`src/rtl/pipeline_elastic_stage.sv`:
```
// pipeline_elastic_stage
//   Elastic register slice between two pipeline stages. Holds up to two beats
//   (main + skid) of an opaque payload plus its active-list tag, with a
//   valid/ready handshake on both sides, full flush, and selective squash of
//   entries younger than a mispredicted instruction.
//
// Ports
//   clk, rst_n            clock, asynchronous active-low reset
//   flush                 kill all entries and drop the incoming beat
//   in_valid/in_ready     upstream handshake (in_ready is a flop output)
//   in_data/in_tag        upstream payload and active-list index
//   out_valid/out_ready   downstream handshake (out_valid is a flop output)
//   out_data/out_tag      payload and tag of the oldest held entry
//   squash_valid/tag      kill entries younger than squash_tag
//   head_tag              active-list head, origin for age comparison
//
// Occupancy
//   state | meaning
//   EMPTY | main_valid_q=0, skid_valid_q=0
//   ONE   | main_valid_q=1, skid_valid_q=0
//   FULL  | main_valid_q=1, skid_valid_q=1 (in_ready low)
module pipeline_elastic_stage #(
   parameter int DATA_WIDTH      = 64,
   parameter int FREE_LIST_WIDTH = 3
) (
   input  logic                       clk,
   input  logic                       rst_n,
   input  logic                       flush,
   input  logic                       in_valid,
   output logic                       in_ready,
   input  logic [DATA_WIDTH-1:0]      in_data,
   input  logic [FREE_LIST_WIDTH-1:0] in_tag,
   output logic                       out_valid,
   input  logic                       out_ready,
   output logic [DATA_WIDTH-1:0]      out_data,
   output logic [FREE_LIST_WIDTH-1:0] out_tag,
   input  logic                       squash_valid,
   input  logic [FREE_LIST_WIDTH-1:0] squash_tag,
   input  logic [FREE_LIST_WIDTH-1:0] head_tag
);

   localparam int W = FREE_LIST_WIDTH;

   logic                  main_valid_q, main_valid_d;
   logic [DATA_WIDTH-1:0] main_data_q,  main_data_d;
   logic [W-1:0]          main_tag_q,   main_tag_d;
   logic                  skid_valid_q, skid_valid_d;
   logic [DATA_WIDTH-1:0] skid_data_q,  skid_data_d;
   logic [W-1:0]          skid_tag_q,   skid_tag_d;

   logic                  accept, pop, in_keep;
   logic                  rem0_v, rem1_v;
   logic [DATA_WIDTH-1:0] rem0_d;
   logic [W-1:0]          rem0_t;

   // Ages are measured from the active-list head so the comparison survives
   // tag wrap-around.
   function automatic logic younger(input logic [W-1:0] t,
                                    input logic [W-1:0] sq,
                                    input logic [W-1:0] head);
      logic [W-1:0] age_t;
      logic [W-1:0] age_sq;
      age_t  = t - head;
      age_sq = sq - head;
      return age_t > age_sq;
   endfunction

   always_comb begin
      accept = in_valid & ~skid_valid_q;
      pop    = main_valid_q & out_ready;

      // Entries that remain after the consumer takes its beat, oldest first.
      rem0_v = pop ? skid_valid_q : main_valid_q;
      rem0_d = pop ? skid_data_q  : main_data_q;
      rem0_t = pop ? skid_tag_q   : main_tag_q;
      rem1_v = pop ? 1'b0         : skid_valid_q;

      if (squash_valid) begin
         if (younger(rem0_t, squash_tag, head_tag))     rem0_v = 1'b0;
         if (younger(skid_tag_q, squash_tag, head_tag)) rem1_v = 1'b0;
      end
      in_keep = accept & ~(squash_valid & younger(in_tag, squash_tag, head_tag));

      // Invalid entries carry zero payload and tag.
      main_valid_d = 1'b0;
      main_data_d  = '0;
      main_tag_d   = '0;
      skid_valid_d = 1'b0;
      skid_data_d  = '0;
      skid_tag_d   = '0;

      if (!flush) begin
         // Compact survivors: first goes to main, second to skid.
         if (rem0_v) begin
            main_valid_d = 1'b1;
            main_data_d  = rem0_d;
            main_tag_d   = rem0_t;
            if (rem1_v) begin
               skid_valid_d = 1'b1;
               skid_data_d  = skid_data_q;
               skid_tag_d   = skid_tag_q;
            end else if (in_keep) begin
               skid_valid_d = 1'b1;
               skid_data_d  = in_data;
               skid_tag_d   = in_tag;
            end
         end else if (rem1_v) begin
            main_valid_d = 1'b1;
            main_data_d  = skid_data_q;
            main_tag_d   = skid_tag_q;
            if (in_keep) begin
               skid_valid_d = 1'b1;
               skid_data_d  = in_data;
               skid_tag_d   = in_tag;
            end
         end else if (in_keep) begin
            main_valid_d = 1'b1;
            main_data_d  = in_data;
            main_tag_d   = in_tag;
         end
      end
   end

   always_ff @(posedge clk or negedge rst_n) begin
      if (!rst_n) begin
         main_valid_q <= 1'b0;
         main_data_q  <= '0;
         main_tag_q   <= '0;
         skid_valid_q <= 1'b0;
         skid_data_q  <= '0;
         skid_tag_q   <= '0;
      end else begin
         main_valid_q <= main_valid_d;
         main_data_q  <= main_data_d;
         main_tag_q   <= main_tag_d;
         skid_valid_q <= skid_valid_d;
         skid_data_q  <= skid_data_d;
         skid_tag_q   <= skid_tag_d;
      end
   end

   assign in_ready  = ~skid_valid_q;
   assign out_valid = main_valid_q;
   assign out_data  = main_data_q;
   assign out_tag   = main_tag_q;

endmodule
```
`config.mk`:
```
export PLATFORM = sky130hd
export DESIGN_NAME = pipeline_elastic_stage
export DESIGN_NICKNAME = d
export VERILOG_FILES = /design/src/rtl/pipeline_elastic_stage.sv
export SDC_FILE = /design/constraint.sdc
export NUM_CORES = 1
export LEC_CHECK = 0
export BUFFER_PORTS_ARGS = -buffer_cell sky130_fd_sc_hd__buf_2
export CAP_MARGIN = 25
export CORE_ASPECT_RATIO = 0.5
export CORE_MARGIN = 2
export CORE_UTILIZATION = 45
export CTS_CLUSTER_DIAMETER = 50
export DETAILED_ROUTE_END_ITERATION = 10
export PLACE_DENSITY = 0.78
export SLEW_MARGIN = 20
export SYNTH_ARGS = -nofsm -noshare
export SYNTH_HDL_FRONTEND = slang
export SYNTH_SLANG_ARGS = --single-unit
```
`constraint.sdc`:
```
create_clock -name clk -period 3.1 [get_ports clk]
set_input_delay 0.155 -clock clk [delete_from_list [all_inputs] [get_ports clk]]
set_output_delay 0.155 -clock clk [all_outputs]
set_load 0.05 [all_outputs]
```
==> impl_metrics.csv, run 1 <==
group,metric,value,unit
sta,hold_violations,0,
critical_path,reg2reg_depth,12,
yosys,synth_top_flop_cell,"dfrtp_1",
drt,viasPerCell,6.29,
critical_path,rrSetupSlack,0.07,ns
yosys,synthCells,687,
placement,io_buffers,147,
final_layout,drive_gt1_share,36.6,%
drt,drcViolationCount,0,
drt,wirelength,21.0,mm
sta,rsz0062_at_grt,"yes",
final_layout,syn2layout_area_growth,25.1,%
yosys,synthArstFlopShare,100,%
worst_hold_path,holdPathEnd,"skid_data_q[29]",
sta,max_slew.worst_pin.slew,0.908,ns
drt,drt_iter0_markers,644,
pwr,p_per_area,624,nW/µm²
worst_hold_path,min-delay-start,"in_data[29]",
grt,grtUsageTotal,25.2,%
sta,period_share,97.6,%
cts,cts_inserted_buffers,17,
status,status,"complete, no violations",
critical_path,path_buf_inv,2,
cts,clock_latency,0.41,ns
yosys,syn_area_per_cell,10.5,µm²
floorplan,fp-row-count,32,
grt,grt_max_degree,75,
critical_path,end_kind,"register",
final_layout,nets,895,
yosys,yosys.area.top_type,"dfrtp_1",
cts,cts_buffer_depth,2,
floorplan,core-area,15500,µm²
cts,clk_pin_slew_worst_paths,0.07,ns
critical_path,r2r-start,"out_valid",
sta,clock_skew,0.0132,ns
grt,antenna_found_initial,0,
placement,post-dp-hpwl,12.5,mm
yosys,synth.area.top_cells,"dfrtp_1 (47%), nand3_1 (9.4%), mux2i_1 (9.2%)",
sta,setup_viol,0,
drt,vias,6399,
run,maxCapViolCount,0,
critical_path,path_delay_family,"adder cells",
critical_path,crit_arrival,3.35,ns
yosys,ys_types,38,
worst_hold_path,min_path_cells,3,
critical_path,rr_endpoint,"out_data[38]",
critical_path,crit_chain,"nand2_4 > mux2i_2 > ha_2 > fa_1 > inv_2 > ha_4 > nor2b_4 > a2bb2oi_4 > a31oi_4 > buf_12 > a31o_2 > a31oi_1",
cts,htreeDepth,4,
final_layout,design_area,9030,µm²
final_layout,diodes,0,
sta,finalMaxSlewViolations,0,
drt,wl_per_cell,20.6,µm
sta,relSlewSlack,39.5,%
pwr,leakagePower,4.34,nW
floorplan,ios,148,
yosys,synth_edf_count,0,
critical_path,critical_path.max_fanout,37,
drt,drt_pass1_iterations,5,
worst_hold_path,min_path_type,"input port to register",
sta,min_period,3.03,ns
grt,grt_pass1_vias,6505,
grt,grt_remaining_overflow,0,
yosys,synth_top_area_share,47.2,%
final_layout,fillers,1299,
floorplan,initial_utilization,46.4,%
critical_path,crit_type,"register to register",
placement,routabilityCongestion,0.838,
critical_path,startpoint_type,"register",
final_layout,final_cell_mix,"buf_2 (146), nand3_1 (136), dfrtp_1 (135)",
critical_path,cpPeakStageDelay,0.51,ns
placement,postPlaceCellArea,8400,µm²
yosys,ys_seq_area_share,47.2,%
yosys,ys_seq_elements,136,
critical_path,cp.required,3.43,ns
cts,tritoncts,"built",
cts,cts_root_buf,"clkbuf_16",
drt,drtAntennaViolNets,0,
grt,grt_pass1_wl,34.1,mm
sta,clock.fmax,331,MHz
sta,tns,0,ns
final_layout,final_common_cell,"buf_2",
yosys,yosys_warnings,0,
critical_path,crit_slowest_cell,"fa_1",
cts,clock-sinks,136,
yosys,synth_nets,781,
pwr,ir_drop,539,µV
yosys,netlist_area,7210,µm²
floorplan,die_h,93.5,µm
floorplan,die_area,17100,µm²
floorplan,die_x,183,µm
report_power, final:
group	internal, mW	switching [mW]
Combinational	0.532	1.14
Sequential	1.88	0.0648
Clock	1.14	0.877
metrics by stage:
step / power, mW / instances / hold slack, ns / worst slack, ns / utilization [%]
global route: 5.85 / 1018 / 0.0127 / -0.0391 / 58.1
finish: 5.63 / 1018 / 0.0191 / 0.0746 / 58.1
global placement: 3.59 / 984 / 0.225 / 0.198 / 54.0
floorplan: 3.16 / 687 / -0.141 / -0.0910 / -
detailed placement: 3.62 / 984 / 0.232 / 0.0722 / 54.0
CTS: 5.63 / 1017 / 0.00786 / 0.0679 / 57.9
synthesized netlist by cell type, types with 2 or more instances:
cell type and count:
a31o_2 63, a31oi_1 68, nand3_1 136, a211oi_2 7, inv_1 12, a31o_1 4, buf_2 20, clkbuf_1 55
buf_4 4, dfrtp_1 136, xnor2_2 2, a211oi_1 61, and2_1 4, fa_1 4, a2bb2oi_1 2, nor2_1 2
xor2_1 3, nor2b_1 4, mux2i_1 66, ha_1 11, nand2_1 6
how the worst max path moves through the flow:
| stage | to | from | cells past startpoint | slack [ns] |
|---|---|---|---|---|
| floorplan | out_data[23] | out_valid | 14 | -0.09 |
| global placement | out_valid | out_valid | 12 | 0.20 |
| detailed placement | skid_tag_q[1] | squash_tag[0] | 13 | 0.07 |
| CTS | skid_data_q[1] | out_valid | 12 | 0.07 |
| global route | out_data[18] | out_valid | 12 | -0.04 |
| finish | out_data[38] | out_valid | 12 | 0.07 |
state kept, by name, indices dropped and copies added, names as in the netlist:
register / flops
skid_data_q: 64
out_valid: 1
skid_valid_q: 1
skid_tag_q: 3
out_tag: 3
out_data: 64
repair_timing:
item	in CTS	in global routing
resized for setup	0	5
endpoints found under the hold margin	73	0
hold buffers	1	0
endpoints found under the setup margin	0	95
setup buffers	0	1
routing by layer:
metal	global-route usage, %	part of all wire, %	vias up
li1	-	-	2904
met1	34.8	45	3209
met2	40.9	48	257
met3	4.01	5.4	29
met4	8.20	1.7	0
met5	0	0	-
cells by family after synthesis:
group	Yosys count	synth area share, %
XOR/XNOR	6	0.937
flip-flops	136	47.2
multiplexers	66	9.16
buffers and inverters	92	5.34
adder cells (fa/ha/maj)	15	3.02
AND/OR/NAND/NOR	156	10.9
AO/OA/AOI/OAI	216	23.5
tightest hold or removal path, cell delays in order:
cell and delay, ns:
buf_2 0.10, nand3_1 0.07, a211oi_1 0.06
cell type report:
class	count	area, µm²	share of cell area (%)
Multi-Input combinational cell	459	3630	40.2
Sequential cell	136	3400	37.7
Timing Repair Buffer	175	1110	12.3
Clock buffer	17	425	4.71
Tap cell	204	255	2.83
Clock inverter	15	160	1.77
Inverter	12	45.0	0.499
(Power assumes the default switching activity.)
==> run 2, diff against run 1 <==
CORE_UTILIZATION = 40   (was 45)
PLACE_DENSITY = 0.72   (was 0.78)
==> impl_metrics.csv, run 2 (synthesized netlist as in run 1, its figures left out) <==
group,metric,value,unit
critical_path,critical_path.max_fanout,40,
critical_path,path_delay_family,"adder cells",
grt,grt_max_degree,114,
placement,io_buffers,147,
sta,min_period,2.99,ns
final_layout,nets,898,
floorplan,die_h,99.0,µm
sta,relSlewSlack,34.4,%
pwr,leakagePower,4.40,nW
final_layout,syn2layout_area_growth,26.9,%
drt,wirelength,21.9,mm
critical_path,startpoint_type,"register",
final_layout,drive_gt1_share,36.2,%
sta,finalMaxSlewViolations,0,
sta,clock_skew,0.00867,ns
critical_path,path_buf_inv,2,
cts,cts_inserted_buffers,17,
worst_hold_path,min_path_type,"input port to register",
sta,rsz0062_at_grt,"no",
pwr,p_per_area,643,nW/µm²
critical_path,cpPeakStageDelay,0.51,ns
cts,cts_buffer_depth,2,
sta,period_share,96.4,%
cts,htreeDepth,4,
sta,clock.fmax,335,MHz
final_layout,final_cells,1050,
critical_path,crit_chain,"nand2_4 > mux2i_2 > ha_2 > fa_1 > inv_2 > ha_4 > nor2b_4 > a2bb2oi_4 > o22ai_1 > a21boi_4 > buf_12 > a211oi_1",
grt,grt_pass1_vias,6466,
floorplan,die_x,194,µm
floorplan,die_area,19200,µm²
critical_path,crit_type,"register to register",
final_layout,final_common_cell,"buf_2",
placement,placed_cells,1015,
floorplan,ios,148,
run,maxCapViolCount,0,
placement,routabilityCongestion,0.793,
drt,drcViolationCount,0,
final_layout,diodes,0,
critical_path,cp.required,3.33,ns
critical_path,crit_slowest_cell,"fa_1",
sta,max_slew.worst_pin.slew,0.984,ns
cts,clock-sinks,136,
drt,drt_pass1_iterations,5,
placement,post-dp-hpwl,13.1,mm
grt,grtUsageTotal,22.6,%
sta,tns,0,ns
pwr,ir_drop,488,µV
pwr,p_total,5.88,mW
cts,clock_latency,0.41,ns
critical_path,crit_arrival,3.22,ns
floorplan,fp-row-count,34,
critical_path,end_kind,"register",
critical_path,rrSetupSlack,0.11,ns
status,status,"complete, no violations",
sta,setup_viol,0,
grt,grt_remaining_overflow,0,
drt,drtAntennaViolNets,0,
floorplan,initial_utilization,41.2,%
cts,cts_root_buf,"clkbuf_16",
cts,tritoncts,"built",
grt,grt_pass1_wl,34.8,mm
floorplan,core-area,17500,µm²
drt,drt_iter0_markers,489,
drt,wl_per_cell,20.8,µm
cts,clk_pin_slew_worst_paths,0.06,ns
drt,viasPerCell,6.12,
final_layout,final_cell_mix,"buf_2 (146), nand3_1 (136), dfrtp_1 (135)",
sta,hold_violations,0,
drt,vias,6421,
grt,antenna_found_initial,0,
## run 2: cell types whose count changed in the layout (fill, tap and decap cells not counted), sizes merged
cell,change
inv,-7
bufinv,+4
clkbuf,+4
buf,+2
clkinvlp,-2
clkinv,+1
## run 2: final timing paths
check / from / endpoint / depth (start not counted)
max: out_valid / skid_tag_q[2] / 12
min: in_data[36] / out_data[36] / 3
max reg2reg: out_valid / skid_tag_q[2] / 12
min reg2reg: skid_data_q[13] / out_data[13] / 2
max in group asynchronous: rst_n / skid_data_q[15] / 3
min in group asynchronous: rst_n / skid_data_q[41] / 2
## run 2: tightest hold or removal path, stage by stage
cell	delay [ns]
buf_2	0.09
nand3_1	0.08
a31oi_1	0.08
## run 2: layout make-up
cell class	instances	area [µm²]
Multi-Input combinational cell	459	3610
Sequential cell	136	3400
Fill cell	1549	8380
Clock inverter	11	196
Timing Repair Buffer	178	1150
Inverter	12	45.0
Tap cell	234	293
Clock buffer	20	447
## run 2: metal layers
layer / track usage, % / routed length [µm] / vias up
li1: - / - / 2890
met1: 31.7 / 9850 / 3287
met2: 36.8 / 10700 / 214
met3: 3.49 / 973 / 30
met4: 6.35 / 306 / 0
met5: 0 / 0 / -
## run 2: repair_timing
item,CTS,global route
gates resized for setup,0,1
hold buffers,1,0
setup buffers,0,3
hold endpoints to repair,111,0
endpoints found under the setup margin,0,73
## run 2: report_power, final
part           total, mW  leakage [nW]  switching, mW  internal (mW)
Clock               2.23         0.307          0.777           1.45
Combinational       1.71          2.23           1.15          0.558
Sequential          1.95          1.86         0.0679           1.88
## run 2: through the flow
stage          hold WS [ns]  setup slack (ns)  cell area [µm²]  util [%]
6_report             0.0264             0.111             9150      52.2
3_5_place_dp          0.388            0.0330             8460      48.2
3_3_place_gp          0.378             0.104             8460      48.2
2_1_floorplan        -0.141           -0.0910             7470         -
4_1_cts              0.0153            0.0270             9110      52.0
5_1_grt              0.0319           0.00458             9150      52.2
==> run 3, diff against run 2 <==
CORE_ASPECT_RATIO = not set   (was 0.5)
==> impl_metrics.csv, run 3 (synthesized netlist as in run 1, its figures left out) <==
group,metric,value,unit
drt,drt_pass1_iterations,7,
final_layout,multi_input_area,3610,µm²
run,maxCapViolCount,0,
sta,setup_viol,0,
cts,htreeDepth,4,
cts,cts_buffer_depth,2,
critical_path,rr_endpoint,"out_data[27]",
floorplan,ios,148,
critical_path,rrSetupSlack,0.06,ns
pwr,ir_drop,437,µV
placement,post-dp-hpwl,12.8,mm
worst_hold_path,min_path_type,"input port to register",
final_layout,syn2layout_area_growth,27.7,%
sta,rsz0062_at_grt,"yes",
drt,drcViolationCount,0,
grt,grt_pass1_vias,6434,
final_layout,fillers,1587,
sta,clock.fmax,329,MHz
grt,grt_remaining_overflow,0,
critical_path,crit_arrival,3.38,ns
drt,vias,6391,
critical_path,startpoint_type,"register",
grt,grt_pass1_wl,34.9,mm
cts,cts_inserted_buffers,17,
status,status,"complete, no violations",
drt,wirelength,22.2,mm
drt,viasPerCell,6.08,
drt,wl_per_cell,21.1,µm
critical_path,path_delay_family,"adder cells",
critical_path,crit_end,"out_data[27]",
placement,placed_cells,1010,
final_layout,area.sequential,3400,µm²
sta,relSlewSlack,37.8,%
critical_path,path_buf_inv,3,
final_layout,final_common_cell,"buf_2",
critical_path,crit_type,"register to register",
drt,drt_iter0_markers,528,
grt,antenna_found_initial,1,
final_layout,final_cells,1052,
critical_path,cpPeakStageDelay,0.53,ns
critical_path,crit_slowest_cell,"fa_1",
pwr,p_total,5.78,mW
floorplan,core-area,17800,µm²
sta,clock_skew,0.0112,ns
critical_path,crit_chain,"nand2_4 > mux2i_2 > ha_2 > fa_1 > inv_2 > ha_4 > nor2b_4 > a2bb2oi_4 > o221ai_4 > buf_12 > buf_4 > a31o_2 > a31oi_1",
sta,min_period,3.04,ns
sta,hold_violations,0,
critical_path,cp_num_cells,13,
final_layout,nets,905,
critical_path,r2r-start,"out_valid",
grt,grt_max_degree,69,
floorplan,die_area,19100,µm²
critical_path,cp-startpoint,"out_valid",
floorplan,die_x,138,µm
pwr,leakagePower,4.44,nW
pwr,p_per_area,627,nW/µm²
cts,tritoncts,"built",
sta,tns,0,ns
drt,drtAntennaViolNets,0,
grt,grtUsageTotal,22.7,%
critical_path,cp.required,3.44,ns
cts,clock-sinks,136,
cts,cts_root_buf,"clkbuf_16",
critical_path,critical_path.max_fanout,12,
floorplan,fp-row-count,49,
critical_path,end_kind,"register",
critical_path,reg2reg_depth,13,
placement,routabilityCongestion,0.739,
placement,io_buffers,147,
cts,clock_latency,0.43,ns
floorplan,initial_utilization,40.4,%
final_layout,final_cell_mix,"buf_2 (146), nand3_1 (136), dfrtp_1 (135)",
cts,clk_pin_slew_worst_paths,0.06,ns
final_layout,drive_gt1_share,36.5,%
sta,period_share,98.0,%
floorplan,die_h,138,µm
sta,finalMaxSlewViolations,0,
final_layout,diodes,0,
sta,max_slew.worst_pin.slew,0.933,ns
-- run 3: cell types whose count changed in the layout (fill, tap and decap cells not counted), sizes merged --
cell	previous run	this run
clkinvlp	2	1
inv	13	12
buf	176	178
bufinv	5	3
dlygate4sd3	1	4
clkinv	3	5
clkbuf	21	25
-- run 3: timing repair --
| item | 4_1_cts | 5_1_grt |
|---|---|---|
| buffers inserted | 0 | 4 |
| endpoints found under the setup margin | 0 | 100 |
| hold endpoints to repair | 67 | 0 |
| hold buffers | 4 | 0 |
| gates resized for setup | 0 | 6 |
-- run 3: layout make-up --
cell class	instances	area share, %
clock buffers	22	5.15
clock inverters	9	1.33
inverters	12	0.489
multi-input cells	459	39.2
flip-flops and latches	136	37.0
well taps	229	3.11
repair buffers	185	13.8
-- run 3: tightest hold or removal path, cell delays in order --
cell and delay [ns]:
buf_2 0.10, nand3_1 0.07, a211oi_1 0.06
-- run 3: worst min path at each step --
stage / startpoint / to / cells past startpoint
6_report: in_data[48] / skid_data_q[48] / 3
5_1_grt: in_data[43] / skid_data_q[43] / 3
4_1_cts: in_data[29] / skid_data_q[29] / 3
3_5_place_dp: rst_n / out_data[22] / 1
3_3_place_gp: rst_n / out_data[22] / 1
2_1_floorplan: rst_n / out_data[0] / 0
-- run 3: through the flow --
stage / setup WS [ns] / cell area [µm²] / hold WS (ns) / util [%]
after global routing: -0.0717 / 9210 / 0.00926 / 51.6
after detailed placement: 0.0151 / 8430 / 0.196 / 47.3
after floorplan: -0.0910 / 7470 / -0.141 / -
after global placement: 0.0914 / 8430 / 0.193 / 47.3
after CTS: 0.00410 / 9070 / 0.000684 / 50.8
final: 0.0634 / 9210 / 0.0117 / 51.6
-- run 3: report_power, final --
part	internal (mW)	total [mW]	switching [mW]
Sequential	1.88	1.95	0.0655
Clock	1.32	2.07	0.751
Combinational	0.596	1.76	1.17
-- run 3: layer usage --
layer  up-vias  global-route usage [%]  wire length, µm
li1       2907                       -                -
met1      3180                    29.7             9240
met2       272                    37.4            10900
met3        30                    5.47             1640
met4         2                    7.57              382
met5         -                       0               13
